## src/rtl/mem_if_pkg.sv

```systemverilog
// Shared definitions for the data-memory request path (initiator and responder).
package mem_if_pkg;

    localparam int unsigned DATA_W    = 32;
    localparam int unsigned MEM_AW    = 11;
    localparam logic [31:0] BASE_ADDR = 32'd1024;

    typedef enum logic [1:0] {
        IDLE  = 2'd0,
        ISSUE = 2'd1,
        WAIT  = 2'd2,
        DONE  = 2'd3
    } mem_state_t;

    // True when a base-relative byte offset lands inside a 2**aw word memory.
    function automatic logic word_in_range(input logic [31:0] off, input int unsigned aw);
        return (off >> (aw + 32'd2)) == 32'd0;
    endfunction

endpackage

```

## src/rtl/mem_wait_timer.sv

```systemverilog
// Cycle counter bounding how long one memory access may stay outstanding.
module mem_wait_timer #(
    parameter int unsigned LIMIT = 255
) (
    input  logic clk,
    input  logic rst,
    input  logic clr,
    input  logic en,
    output logic expired
);

    logic [7:0] count;

    // Count enabled cycles from the last clear; hold once the limit is hit.
    always_ff @(posedge clk or posedge rst) begin
        if (rst) begin
            count <= '0;
        end else if (clr) begin
            count <= '0;
        end else if (en && !expired) begin
            count <= count + 8'd1;
        end
    end

    // High during the LIMIT-th enabled cycle after a clear.
    assign expired = (count == 8'(LIMIT - 1));

endmodule

```

## src/rtl/mem_req_master.sv

```systemverilog
// MEM-stage initiator: turns held load/store enables into one valid/ready
// request to word-addressed data memory, stalling the pipeline until done.
module mem_req_master #(
    parameter int unsigned DATA_W    = mem_if_pkg::DATA_W,
    parameter int unsigned MEM_AW    = mem_if_pkg::MEM_AW,
    parameter logic [31:0] BASE_ADDR = mem_if_pkg::BASE_ADDR,
    parameter int unsigned TIMEOUT   = 255
) (
    input  logic              clk,
    input  logic              rst,
    input  logic              req_rd,
    input  logic              req_wr,
    input  logic [31:0]       req_addr,
    input  logic [DATA_W-1:0] req_wdata,
    output logic              freeze,
    output logic [DATA_W-1:0] rd_data,
    output logic              rd_valid,
    output logic              err,
    output logic              m_valid,
    input  logic              m_ready,
    output logic              m_we,
    output logic [MEM_AW-1:0] m_addr,
    output logic [DATA_W-1:0] m_wdata,
    input  logic              s_rvalid,
    input  logic [DATA_W-1:0] s_rdata
);

    import mem_if_pkg::*;

    mem_state_t  state;
    logic [31:0] off;
    logic        legal;
    logic        start;
    logic        bad_req;
    logic        accept;
    logic        resp;
    logic        abort;
    logic        expired;

    assign off     = req_addr - BASE_ADDR;
    assign legal   = (req_addr[1:0] == 2'b00) && word_in_range(off, MEM_AW);
    assign start   = (state == IDLE) && (req_rd ^ req_wr) && legal;
    assign bad_req = (state == IDLE) && (req_rd || req_wr) && !((req_rd ^ req_wr) && legal);
    assign m_valid = (state == ISSUE);
    assign accept  = m_valid && m_ready;
    assign resp    = (state == WAIT) && s_rvalid;
    // A read handshake on the last allowed cycle is not a completion, so it aborts too.
    assign abort   = expired && (((state == ISSUE) && !(accept && m_we)) ||
                                 ((state == WAIT) && !s_rvalid));
    assign freeze  = (state == ISSUE) || (state == WAIT) || start;

    mem_wait_timer #(
        .LIMIT(TIMEOUT)
    ) u_timer (
        .clk    (clk),
        .rst    (rst),
        .clr    (start),
        .en     ((state == ISSUE) || (state == WAIT)),
        .expired(expired)
    );

    // Access sequencing; the request fields are captured once and held while issued.
    always_ff @(posedge clk or posedge rst) begin
        if (rst) begin
            state   <= IDLE;
            m_addr  <= '0;
            m_wdata <= '0;
            m_we    <= 1'b0;
        end else begin
            case (state)
                IDLE: begin
                    if (start) begin
                        state   <= ISSUE;
                        m_addr  <= off[MEM_AW+1:2];
                        m_wdata <= req_wdata;
                        m_we    <= req_wr;
                    end
                end
                ISSUE: begin
                    if (accept && m_we) begin
                        state <= DONE;
                    end else if (expired) begin
                        state <= DONE;
                    end else if (accept) begin
                        state <= WAIT;
                    end
                end
                WAIT: begin
                    if (s_rvalid || expired) begin
                        state <= DONE;
                    end
                end
                DONE:    state <= IDLE;
                default: state <= IDLE;
            endcase
        end
    end

    // Registered completion and error pulses plus the held load result.
    always_ff @(posedge clk or posedge rst) begin
        if (rst) begin
            rd_data  <= '0;
            rd_valid <= 1'b0;
            err      <= 1'b0;
        end else begin
            rd_valid <= resp;
            err      <= bad_req || abort;
            if (resp) begin
                rd_data <= s_rdata;
            end
        end
    end

endmodule

```

## config.mk

```make
export PLATFORM = sky130hd
export DESIGN_NAME = mem_req_master
export DESIGN_NICKNAME = d
export VERILOG_FILES = /design/src/rtl/mem_if_pkg.sv /design/src/rtl/mem_wait_timer.sv /design/src/rtl/mem_req_master.sv
export SDC_FILE = /design/constraint.sdc
export NUM_CORES = 1
export LEC_CHECK = 0
export CAP_MARGIN = 20
export CORE_MARGIN = 5
export CORE_UTILIZATION = 45
export CTS_CLUSTER_SIZE = 25
export DETAILED_ROUTE_END_ITERATION = 10
export GPL_TIMING_DRIVEN = 1
export PLACE_DENSITY = 0.9
export SLEW_MARGIN = 5
export SYNTH_ARGS = -nofsm -noshare
export SYNTH_HDL_FRONTEND = slang
export SYNTH_SLANG_ARGS = --single-unit
```

## constraint.sdc

```tcl
create_clock -name clk -period 8.5 [get_ports clk]
set_input_delay 2.55 -clock clk [delete_from_list [all_inputs] [get_ports clk]]
set_output_delay 2.55 -clock clk [all_outputs]
set_load 0.01 [all_outputs]
```

* Word-level counts from Yosys, hierarchy flattened
Cells that the tools add are included.
** Word-level totals
- Flip-flop bits (word level) :: 88
- Input port bits :: 102
- Word-level logic and storage cells :: 55
** Operators by class
- Add/subtract/negate cells :: 2
- Eq/ne operators :: 7
- Muxes and demuxes :: 8
- Bitwise operators :: 1
- Reduce and logical (&&, ||, !) cells :: 29
** Operators with widths (count)
- 32-bit zero test :: 1
- 32-bit by 11-bit subtractor with 32-bit output (second input constant) :: 1
- 8-bit two-way mux :: 2
- 1-bit logical AND :: 13
- 2-bit two-way mux :: 5
- 8-bit by 1-bit adder with 8-bit output (second input constant) :: 1
- 8-bit == test (second input constant) :: 1
- 2-bit case mux with 4 select lines :: 1
- 1-bit logical OR :: 6
- 2-bit == test (second input constant) :: 2
- 1-bit zero test :: 4
- 2-bit zero test :: 2
- 4-bit by 1-bit inequality test with 1-bit output (second input constant) :: 1
- 3-bit AND reduction :: 1
- 2-bit by 1-bit == test with 1-bit output (second input constant) :: 1
- 2-bit by 1-bit inequality test with 1-bit output (second input constant) :: 1
- 2-bit inequality test (second input constant) :: 1
- 2-bit AND reduction :: 1
- 2-bit nonzero test :: 1
- 1-bit bitwise XOR :: 1

* Depth between registers and ports, before layout
Gate-level depths: netlist of the first run.
- Depth in word-level cells :: 8
- Depth in mapped cells :: 10
- Mapped depth without buffers :: 8

* Cells and area by module
From an unflattened synthesis of the first run, not the netlist that was laid out.
** Second synthesis, totals
- Cells, all modules :: 311
- Area, all modules :: 4046.4 sq um
** By module, submodules not included
- mem_req_master :: times used 1, cells an instance 259, area each 3557.2 sq um, sequential area each 2001.9 sq um
- mem_wait_timer :: times used 1, cells an instance 52, area each 489.2 sq um, sequential area each 200.2 sq um

* Worst setup path before layout of the first run
Ideal clock, no wire load.
- Kind :: input port to output port
- From :: in req_addr[10]
- To :: out freeze
- Data arrival time :: 4355 ps
- Data required time :: 5950 ps
- Setup slack :: 1595 ps
- Cell stages on the path :: 10
- Cells stage by stage :: inv_1 ha_1 nor4b_2 nand4_1 o21a_1 o2111a_2 and4_4 buf_6 buf_2 or2_1
** Between the ends
- Longest elaborated chain between the ends :: 5
** RTL lines
- from (decl) :: line mem_req_master.sv:13 : input logic [31:0] req_addr,
- 32-bit by 11-bit subtractor with 32-bit output :: line mem_req_master.sv:40 : assign off = req_addr - BASE_ADDR;
- 32-bit zero test :: line mem_if_pkg.sv:17 : return (off >> (aw + 32'd2)) == 32'd0;
- 1-bit logical AND :: line mem_req_master.sv:41 : assign legal = (req_addr[1:0] == 2'b00) && word_in_range(off, MEM_AW);
- 1-bit logical AND :: line mem_req_master.sv:42 : assign start = (state == IDLE) && (req_rd ^ req_wr) && legal;
- 1-bit logical OR :: line mem_req_master.sv:50 : assign freeze = (state == ISSUE) || (state == WAIT) || start;
- to (decl) :: line mem_req_master.sv:15 : output logic freeze,
Every way passes these cells.

* Final worst setup path of the first run
Ends and elaborated chain as after synthesis.

==> reports/qor.log, run 1 <==
qor: layout.post_route_cells_drive_above_1_share 20.92%
qor: setup_path.end_kind primary output
qor: global_routing.antenna_found_initial 0
qor: clock_network.tritoncts.num_buffers 9
qor: setup_path.cpPeakStageDelay 0.49 ns
qor: layout.antenna_cells 0
qor: sta.skew 0.01019 ns
qor: global_routing.first_pass_grt_wire_length 16590 µm
qor: synthesis.postSynthRegisterBits 88
qor: routing.vias_per_cell 5.114
qor: sta.min_period_over_period 90.42%
qor: synthesis.synth_flop_cell dfrtp_1
qor: synthesis.synthMostInstantiatedCell dfrtp_1
qor: setup_path.reg2reg_depth 5
qor: clock_network.clockBufferDepth 2
qor: power.pwr_density_cell 236.3 mW/mm²
qor: global_routing.grt_remaining_overflow 0
qor: placement.routability_congestion_estimate_from_global_placement 0.8810
qor: power.power.share.sequential 40.6%
qor: setup_path.crit_fanout 4
qor: job.max_cap_viol_count 0
qor: power.switchingPower 0.4491 mW
qor: clock_network.cts.repair.resized 0
qor: synthesis.post_synth.cell_area_avg 14.11 µm²
qor: synthesis.synth.cells.most_frequent dfrtp_1, mux2_4, mux2_2
qor: synthesis.synth_top_area_share 54.37%
qor: global_routing.grt_pass1_vias 3223
qor: sta.hold_slack 0.4974 ns
qor: worst_hold_path.worst_hold_startpoint m_wdata[18]$_DFFE_PP0P_
qor: clock_network.postCtsHoldBufs 0
qor: routing.routed_wl 10580 µm
qor: floorplanning.floorplan.core_area 0.008763 mm²
qor: setup_path.total_buffers_and_inverters_traversed_by_the_critical_path 3
qor: floorplanning.die_width 104.9 µm
qor: layout.combined_flip_flop_and_latch_cell_area 0.002202 mm²
qor: setup_path.critPathMostFrequentCell clkdlybuf4s50_1
qor: clock_network.worst_skew_pair.late_latency 0.34 ns
qor: clock_network.post_cts.repair.setup_buffers 0
qor: synthesis.ys_warn_count 0
qor: setup_path.worstSetupStartpoint req_addr[10]
qor: setup_path.critPathRequiredTime 5.95 ns
qor: floorplanning.die_y 104.9 µm
qor: clock_network.h-tree-depth 3
qor: floorplanning.dieArea 0.01100 mm²
qor: setup_path.worst_setup_path_start_kind input pin
qor: sta.worst_slew_pin_slew 0.8560 ns
qor: setup_path.timing.critical_path.max_delay_family buffers and inverters
qor: synthesis.netlist_top_cells_area dfrtp_1, mux2_4, mux2_2
qor: global_routing.grt_start_max_net_pins 89
qor: setup_path.slowest_stage clkdlybuf4s50_1
qor: routing.drtAntennaViolNets 0
qor: floorplanning.ioPinCount 182
qor: layout.non_filler_instance_count_after_layout 586
qor: layout.final.fill_count 604
qor: synthesis.post-synth-top-area-cell dfrtp_1
qor: sta.setup_tns 0 ns
qor: power.power.share.switching 30.81%
qor: sta.clock.fmax 130.1 MHz
qor: clock_network.clkSinkCount 88
qor: clock_network.clkSlewWorstSetupHoldPaths 0.08 ns
qor: placement.dp_cells 569
qor: global_routing.grt_util_all_layers 18.78%
qor: setup_path.timing.critical_path.cells clkdlybuf4s50_1, inv_1, ha_1, nor4b_2, nand4_1, o21a_1, o2111a_2, and4_4, or2_1, clkdlybuf4s50_1
qor: power.ir_drop 0.1231 mV
qor: setup_path.critical_path_class in -> out
qor: worst_hold_path.worstHoldPathType reg -> reg
qor: setup_path.crit-reg2reg-launch state[0]$_DFFE_PP0P_
qor: setup_path.cp.depth 10
qor: power.p_leak 2.670 nW
qor: status.outcome finished, final reports clean
qor: synthesis.synth.lib_cells_used.distinct 48
qor: synthesis.synth-edff-count 0
qor: layout.multiInputGateArea 0.001715 mm²
qor: placement.placement.cell_area 0.005929 mm²
qor: layout.finalInstanceArea 0.006170 mm²
qor: layout.layout-area-overhead-vs-synth 52.33%
qor: synthesis.syn-instance-count 287
qor: routing.drt_first_iter_violations 169
qor: synthesis.syn-num-nets 396
qor: power.internal-power 1.009 mW
qor: floorplanning.initial_core_util 46.22%
qor: sta.worst_slew_margin_rel 42.93%
qor: layout.final_nets 582
qor: synthesis.synth_seq_area_share 54.37%
qor: layout.final_core_util 70.40%
qor: placement.dp_hpwl 8073 µm
qor: routing.drcViolationCount 0
qor: routing.routed_wire_per_std_cell 18.05 µm
qor: sta.min_clock_period_post_route 7.685 ns
qor: sta.grt_setup_unrepaired false
qor: clock_network.cts_root_buf clkbuf_8
qor: sta.drv_slew 0
qor: sta.report.final.setup_viol 0
qor: worst_hold_path.min_delay_path_depth 1
qor: setup_path.cp_data_arrival_time 5.14 ns
qor: routing.via_count 2997
qor: floorplanning.rows 34
qor: clock_network.tritoncts_clock_tree done
qor: routing.drt_first_pass_iters 4
qor: power.power_frac_comb 38.6%
qor: placement.portBuffers 181
qor: sta.hold_violations 0
qor: power.clkPwrFrac 20.8%
qor: synthesis.synth.cell_area 0.004050 mm²
qor: synthesis.synth-async-reset-ratio 100.0%
## power groups by stage
stage                     clock network, mW  registers [mW]  logic (mW)
after global routing                  0.326           0.604       0.607
final                                 0.302           0.593       0.563
after detailed placement                  0           0.597       0.564
after CTS                             0.311           0.590       0.567
after global placement                    0           0.591       0.543
after floorplan                           0           0.629       0.238
## worst paths after layout
check                                                to  slack [ns]
worst min-delay path            m_wdata[18]$_DFFE_PP0P_        0.50
worst max-delay path                             freeze        0.81
min in group asynchronous       rd_data[24]$_DFFE_PP0P_        2.57
worst min register to register  m_wdata[18]$_DFFE_PP0P_        0.50
max in group asynchronous          state[0]$_DFFE_PP0P_        5.31
worst max register to register  m_wdata[16]$_DFFE_PP0P_        6.28
## final cells by class
type / instances / share of cell area (%)
clock buffer: 11 / 2.454
sequential: 88 / 35.69
clock inverter: 5 / 0.9937
tap: 108 / 2.190
multi-input combinational: 178 / 27.80
timing repair buffer: 185 / 30.18
inverter: 11 / 0.6895
## flip-flops by register name, summed over array words and instances (netlist names)
register       count
m_wdata           32
m_we               1
rd_valid           1
m_addr            11
rd_data           32
state              2
err                1
u_timer.count      8
## logic make-up (layout without fill, tap and decap cells)
group                      Yosys count  count (layout)  synth area share (%)
xor gates and xnor gates            10              10                 2.163
AOI/OAI and AO/OA                   19              19                 3.460
muxes                               77              77                 25.05
and+or+nand+nor                     65              65                 9.515
adders and majority gates            7               7                 2.162
DFF                                 88              88                 54.37
buffers and inverters               21             212                 3.274
## worst register-to-register path, stage by stage (launching register included)
cell,delay (ns)
dfrtp_1,0.40
inv_1,0.15
ha_1,0.25
and4_4,0.23
buf_4,0.66
mux2_1,0.42
## per-stage QoR
| stage | setup WS, ns | power [mW] |
|---|---|---|
| 5_1_grt | 0.6902 | 1.537 |
| 3_5_place_dp | 0.8564 | 1.161 |
| 3_3_place_gp | 0.8970 | 1.134 |
| 6_report | 0.8146 | 1.458 |
| 2_1_floorplan | 1.595 | 0.8673 |
| 4_1_cts | 0.8555 | 1.468 |
## per-layer routing
layer / wire, µm / vias up / track usage [%] / share of wire (%)
li1: - / 1388 / - / -
met1: 4259 / 1446 / 22.94 / 40
met2: 5323 / 146 / 32.06 / 50
met3: 772 / 17 / 5.240 / 7.3
met4: 223 / 0 / 6.210 / 2.1
met5: 0 / - / 0 / 0
## layout by cell type, fill, tap and decap left out, types with 3 or more instances in the layout
cell type        count
buf_4                3
clkbuf_8            11
clkdlybuf4s50_1    181
dfrtp_1             88
ha_1                 7
inv_1               10
mux2_1               3
mux2_2              32
mux2_4              40
nand2_1             10
nand3_1              5
nand4_1              9
nor2_1              17
nor2b_1              4
o21ai_0              4
xor2_1               9
(Power assumes the default switching activity.)
==> run 2: changes to the inputs <==
--- a/config.mk
+++ b/config.mk
@@ -6,7 +6,7 @@
 export NUM_CORES = 1
 export LEC_CHECK = 0
 export CAP_MARGIN = 20
-export CORE_MARGIN = 5
+export CORE_MARGIN = 2
 export CORE_UTILIZATION = 45
 export CTS_CLUSTER_SIZE = 25
 export DETAILED_ROUTE_END_ITERATION = 10
==> reports/qor.log, run 2 (same netlist as run 1, synthesis figures left out) <==
qor: status.outcome finished, final reports clean
qor: setup_path.critPathMostFrequentCell clkdlybuf4s50_1
qor: layout.antenna_cells 0 [unchanged]
qor: setup_path.crit_fanout 4 [unchanged]
qor: placement.portBuffers 181 [unchanged]
qor: setup_path.reg2reg_depth 5 [unchanged]
qor: setup_path.slowest_stage clkdlybuf4s50_1
qor: worst_hold_path.min_delay_path_depth 1 [unchanged]
qor: global_routing.grt_start_max_net_pins 89 [unchanged]
qor: routing.routed_wl 10530 µm [-0.48%]
qor: sta.skew 0.01055 ns [+0.0003560 ns]
qor: routing.drt_first_pass_iters 4 [unchanged]
qor: sta.hold_violations 0 [unchanged]
qor: global_routing.grt_util_all_layers 21.32% [+2.5 points]
qor: global_routing.first_pass_grt_wire_length 16520 µm [-0.46%]
qor: layout.layout_commonest_cell clkdlybuf4s50_1
qor: global_routing.grt_pass1_vias 3223 [unchanged]
qor: floorplanning.floorplan.core_area 0.008721 mm² [-0.49%]
qor: routing.via_count 3021 [+0.80%]
qor: setup_path.cp_data_arrival_time 5.18 ns [+0.04 ns]
qor: setup_path.critical_path_class in -> out
qor: job.max_cap_viol_count 0 [unchanged]
qor: layout.non_filler_instance_count_after_layout 585 [-0.17%]
qor: layout.post_route_cells_drive_above_1_share 20.55% [-0.38 points]
qor: clock_network.clkSlewWorstSetupHoldPaths 0.09 ns [about the same]
qor: clock_network.h-tree-depth 3 [unchanged]
qor: worst_hold_path.worst_hold_startpoint m_wdata[18]$_DFFE_PP0P_
qor: floorplanning.die_width 98.87 µm [-5.7%]
qor: sta.min_clock_period_post_route 7.727 ns [+0.04163 ns]
qor: sta.setup_tns 0 ns [unchanged]
qor: setup_path.timing.critical_path.cells clkdlybuf4s50_1, inv_1, ha_1, nor4b_2, nand4_1, o21a_1, o2111a_2, and4_4, or2_1, clkdlybuf4s50_1
qor: setup_path.timing.reg2reg.setup_slack 6.21 ns [-0.07 ns]
qor: setup_path.crit-reg2reg-launch state[0]$_DFFE_PP0P_
qor: setup_path.timing.critical_path.max_delay_family buffers and inverters
qor: floorplanning.dieArea 0.009775 mm² [-11%]
qor: clock_network.clockBufferDepth 2 [unchanged]
qor: setup_path.critPathRequiredTime 5.95 ns [about the same]
qor: layout.layout-area-overhead-vs-synth 52.24% [about the same]
qor: routing.drt_first_iter_violations 95 [-44%]
qor: sta.clock.fmax 129.4 MHz [-0.54%]
qor: routing.routed_wire_per_std_cell 17.99 µm [-0.31%]
qor: clock_network.cts.repair.resized 0 [unchanged]
qor: placement.dp_cells 569 [unchanged]
qor: routing.vias_per_cell 5.164 [+0.97%]
qor: power.ir_drop 0.1412 mV [+15%]
qor: floorplanning.initial_core_util 46.44% [+0.23 points]
qor: power.p_leak 2.662 nW [-0.28%]
qor: clock_network.clkSinkCount 88 [unchanged]
qor: setup_path.cpPeakStageDelay 0.48 ns [about the same]
qor: clock_network.post_cts.repair.setup_buffers 0 [unchanged]
qor: sta.worst_slew_margin_rel 40.87% [-2.1 points]
qor: clock_network.worst_skew_pair.late_latency 0.35 ns [about the same]
qor: sta.drv_slew 0 [unchanged]
qor: layout.reg_top3 m_wdata (32), rd_data (32), m_addr (11)
qor: global_routing.grt_remaining_overflow 0 [unchanged]
qor: routing.drcViolationCount 0 [unchanged]
qor: layout.final_nets 582 [unchanged]
qor: placement.dp_hpwl 7803 µm [-3.3%]
qor: routing.drtAntennaViolNets 0 [unchanged]
qor: power.pwr_density_cell 237.0 mW/mm² [+0.30%]
qor: setup_path.total_buffers_and_inverters_traversed_by_the_critical_path 3 [unchanged]
qor: setup_path.end_kind primary output
qor: setup_path.worst_setup_path_start_kind input pin
qor: floorplanning.die_y 98.87 µm [-5.7%]
qor: floorplanning.ioPinCount 182 [unchanged]
qor: clock_network.tritoncts.num_buffers 9 [unchanged]
qor: sta.min_period_over_period 90.91% [+0.49 points]
qor: worst_hold_path.worstHoldPathType reg -> reg
qor: sta.grt_setup_unrepaired false
qor: worst_hold_path.hold-path-endpoint m_wdata[18]$_DFFE_PP0P_
qor: sta.report.final.setup_viol 0 [unchanged]
qor: global_routing.antenna_found_initial 0 [unchanged]
qor: clock_network.postCtsHoldBufs 0 [unchanged]
qor: layout.final_cell_mix clkdlybuf4s50_1, dfrtp_1, mux2_4, mux2_2, nor2_1
qor: clock_network.tritoncts_clock_tree done
qor: clock_network.cts_root_buf clkbuf_8
qor: sta.worst_slew_pin_slew 0.8870 ns [+0.03102 ns]
qor: setup_path.critical_register_to_register_path_endpoint m_wdata[17]$_DFFE_PP0P_
qor: floorplanning.rows 34 [unchanged]
qor: placement.routability_congestion_estimate_from_global_placement 0.8982 [+2.0%]
[run 2: cell count changes in the layout (fill, tap and decap cells not counted), sizes merged]
cell,change
bufinv,+1
clkbuf,-1
clkinv,-1
clkinvlp,+1
inv,-1
[run 2: how the worst max path moves through the flow]
stage	from	end	slack, ns	cells after the start
after floorplan	req_addr[10]	freeze	1.60	10
after global placement	req_addr[10]	freeze	0.91	10
after detailed placement	req_addr[10]	freeze	0.81	10
after CTS	req_addr[10]	freeze	0.80	10
after global routing	req_wr	freeze	0.70	10
final	req_addr[10]	freeze	0.77	10
[run 2: area by class of cell]
class,instances,area (µm²)
clock buffers,10,127.6
well taps,108,135.1
inverters,11,42.54
repair buffers,185,1862
fillers,599,2555
clock inverters,5,81.33
multi-input cells,178,1715
flip-flops and latches,88,2202
[run 2: report_power, final]
group	total (mW)	switching (mW)	internal, mW	leakage, nW
Combinational	0.562	0.233	0.329	1.43
Sequential	0.591	0.0651	0.526	1.13
Clock	0.309	0.144	0.165	0.103
[run 2: worst reg2reg max path, stage by stage (launching register included)]
cell and delay (ns):
dfrtp_1 0.42, inv_1 0.15, ha_1 0.26, and4_4 0.24
buf_4 0.66, mux2_1 0.45
[run 2: stage by stage]
stage	setup slack (ns)	hold slack, ns	area [µm²]	util [%]	power (mW)
6_report	0.7730	0.5005	6166	70.70	1.461
5_1_grt	0.6964	0.5229	6166	70.70	1.547
4_1_cts	0.8021	0.5044	6138	70.39	1.474
3_5_place_dp	0.8101	0.4821	5929	67.99	1.163
3_3_place_gp	0.9073	0.4702	5929	67.99	1.129
2_1_floorplan	1.595	0.5049	4050	-	0.8673
[run 2: per-layer routing]
| metal | global-route usage (%) | share of wire, % |
|---|---|---|
| met1 | 24.60 | 38 |
| met2 | 38.72 | 53 |
| met3 | 5.106 | 7.0 |
| met4 | 7.060 | 1.4 |
| met5 | 0 | 0 |
==> run 3: changes to the inputs <==
--- a/config.mk
+++ b/config.mk
@@ -11,8 +11,9 @@
 export CTS_CLUSTER_SIZE = 25
 export DETAILED_ROUTE_END_ITERATION = 10
 export GPL_TIMING_DRIVEN = 1
+export MAX_ROUTING_LAYER = met4
 export PLACE_DENSITY = 0.9
-export SLEW_MARGIN = 5
+export SLEW_MARGIN = 10
 export SYNTH_ARGS = -nofsm -noshare
 export SYNTH_HDL_FRONTEND = slang
 export SYNTH_SLANG_ARGS = --single-unit
==> reports/qor.log, run 3 (same netlist as run 1, synthesis figures left out) <==
qor: placement.routability_congestion_estimate_from_global_placement 0.9135 [+1.7%]
qor: sta.skew 0.009928 ns [-0.0006176 ns]
qor: global_routing.grt_remaining_overflow 0 [unchanged]
qor: setup_path.cpPeakStageDelay 0.48 ns [about the same]
qor: placement.pre_cts_ws 0.8101 ns [unchanged]
qor: power.internal-power 1.019 mW [unchanged]
qor: clock_network.clkSinkCount 88 [unchanged]
qor: power.power.share.switching 30.28% [+0.040 points]
qor: clock_network.cts.repair.resized 0 [unchanged]
qor: sta.worst_slew_pin_slew 0.8912 ns [+0.004223 ns]
qor: power.clkPwrFrac 21.1% [about the same]
qor: clock_network.h-tree-depth 3 [unchanged]
qor: sta.setup_tns 0 ns [unchanged]
qor: clock_network.post_cts.repair.setup_buffers 0 [unchanged]
qor: global_routing.grt_util_all_layers 22.03% [+0.71 points]
qor: setup_path.crit-reg2reg-launch state[0]$_DFFE_PP0P_
qor: sta.min_clock_period_post_route 7.757 ns [+0.02989 ns]
qor: setup_path.worstSetupStartpoint req_addr[10]
qor: setup_path.crit_fanout 4 [unchanged]
qor: placement.dp_hpwl 7803 µm [unchanged]
qor: worst_hold_path.worst_hold_startpoint m_wdata[18]$_DFFE_PP0P_
qor: floorplanning.dieArea 0.009775 mm² [unchanged]
qor: setup_path.worst_setup_path_start_kind input pin
qor: sta.final_critical_path_setup_slack 0.7431 ns [-0.02989 ns]
qor: layout.final_core_util 70.70% [unchanged]
qor: setup_path.critPathRequiredTime 5.95 ns [about the same]
qor: layout.layout_commonest_cell clkdlybuf4s50_1
qor: setup_path.cp_data_arrival_time 5.21 ns [+0.03 ns]
qor: sta.report.final.setup_viol 0 [unchanged]
qor: layout.post_route_cells_drive_above_1_share 20.55% [unchanged]
qor: job.max_cap_viol_count 0 [unchanged]
qor: setup_path.slowest_stage clkdlybuf4s50_1
qor: floorplanning.floorplan.core_area 0.008721 mm² [unchanged]
qor: routing.drtAntennaViolNets 0 [unchanged]
qor: power.switchingPower 0.4426 mW [+0.19%]
qor: status.outcome finished, final reports clean
qor: power.power.share.sequential 40.4% [about the same]
qor: setup_path.timing.critical_path.max_delay_family buffers and inverters
qor: floorplanning.die_width 98.87 µm [unchanged]
qor: power.report.power.total 1.462 mW [about the same]
qor: global_routing.grt_start_max_net_pins 89 [unchanged]
qor: power.power_frac_comb 38.5% [about the same]
qor: routing.via_count 3026 [+0.17%]
qor: global_routing.grt_pass1_vias 3225 [+0.062%]
qor: clock_network.clkSlewWorstSetupHoldPaths 0.09 ns [about the same]
qor: sta.min_period_over_period 91.26% [+0.35 points]
qor: clock_network.cts_root_buf clkbuf_8
qor: placement.portBuffers 181 [unchanged]
qor: routing.vias_per_cell 5.173 [+0.17%]
qor: layout.layout-area-overhead-vs-synth 52.24% [unchanged]
qor: routing.routed_wl 10540 µm [+0.13%]
qor: setup_path.critical_path_class in -> out
qor: sta.clock.fmax 128.9 MHz [-0.39%]
qor: clock_network.tritoncts_clock_tree done
qor: worst_hold_path.worstHoldPathType reg -> reg
qor: clock_network.tritoncts.num_buffers 9 [unchanged]
qor: floorplanning.ioPinCount 182 [unchanged]
qor: floorplanning.initial_core_util 46.44% [unchanged]
qor: setup_path.timing.critical_path.cells clkdlybuf4s50_1, inv_1, ha_1, nor4b_2, nand4_1, o21a_1, o2111a_2, and4_4, or2_1, clkdlybuf4s50_1
qor: setup_path.end_kind primary output
qor: clock_network.worst_skew_pair.late_latency 0.35 ns [about the same]
qor: layout.antenna_cells 0 [unchanged]
qor: power.pwr_density_cell 237.1 mW/mm² [about the same]
qor: power.ir_drop 0.1415 mV [+0.22%]
qor: layout.final_cell_mix clkdlybuf4s50_1, dfrtp_1, mux2_4, mux2_2, nor2_1
qor: power.p_leak 2.662 nW [unchanged]
qor: sta.grt_setup_unrepaired false
qor: routing.drt_first_pass_iters 4 [unchanged]
qor: setup_path.critPathMostFrequentCell clkdlybuf4s50_1
qor: sta.worst_slew_margin_rel 40.59% [-0.28 points]
qor: layout.final_nets 582 [unchanged]
qor: setup_path.total_buffers_and_inverters_traversed_by_the_critical_path 3 [unchanged]
qor: clock_network.postCtsHoldBufs 0 [unchanged]
qor: floorplanning.rows 34 [unchanged]
qor: floorplanning.die_y 98.87 µm [unchanged]
qor: routing.routed_wire_per_std_cell 18.02 µm [+0.13%]
qor: clock_network.clockBufferDepth 2 [unchanged]
qor: routing.drcViolationCount 0 [unchanged]
qor: layout.reg_top3 m_wdata (32), rd_data (32), m_addr (11)
qor: global_routing.antenna_found_initial 0 [unchanged]
qor: routing.drt_first_iter_violations 72 [-24%]
qor: sta.drv_slew 0 [unchanged]
qor: sta.hold_violations 0 [unchanged]
qor: global_routing.first_pass_grt_wire_length 16550 µm [+0.17%]
[run 3: worst paths after layout]
check                                     endpoint  slack [ns]  cells past startpoint
max reg2reg                m_wdata[17]$_DFFE_PP0P_        6.20                      5
min in group asynchronous   rd_data[9]$_DFFE_PP0P_        2.66                      3
max in group asynchronous    m_addr[8]$_DFFE_PP0P_        5.22                      4
max                                         freeze        0.74                     10
min                        m_wdata[18]$_DFFE_PP0P_        0.50                      1
min reg2reg                m_wdata[18]$_DFFE_PP0P_        0.50                      1
[run 3: per-stage QoR]
| stage | std cells | hold WS, ns | cell area (µm²) |
|---|---|---|---|
| CTS | 584 | 0.5044 | 6138 |
| floorplan | 287 | 0.5049 | 4050 |
| global route | 585 | 0.5229 | 6166 |
| global placement | 569 | 0.4702 | 5929 |
| detailed placement | 569 | 0.4821 | 5929 |
| finish | 585 | 0.5005 | 6166 |
[run 3: cell type report]
| class | count | area, µm² |
|---|---|---|
| Clock inverter | 5 | 81.33 |
| Sequential cell | 88 | 2202 |
| Timing Repair Buffer | 185 | 1862 |
| Tap cell | 108 | 135.1 |
| Multi-Input combinational cell | 178 | 1715 |
| Clock buffer | 10 | 127.6 |
| Fill cell | 599 | 2555 |
| Inverter | 11 | 42.54 |
[run 3: power groups by stage]
stage / logic [mW] / clock network, mW / registers [mW]
after detailed placement: 0.566 / 0 / 0.597
after global routing: 0.606 / 0.333 / 0.607
after CTS: 0.568 / 0.317 / 0.590
final: 0.562 / 0.309 / 0.591
after global placement: 0.540 / 0 / 0.589
after floorplan: 0.238 / 0 / 0.629
[run 3: layer usage]
layer,part of all wire (%),track usage [%],up-vias
met5,0,-,-
met4,1.3,7.060,0
met3,6.9,4.965,17
met2,53,38.51,129
met1,38,25.07,1491
li1,-,-,1389
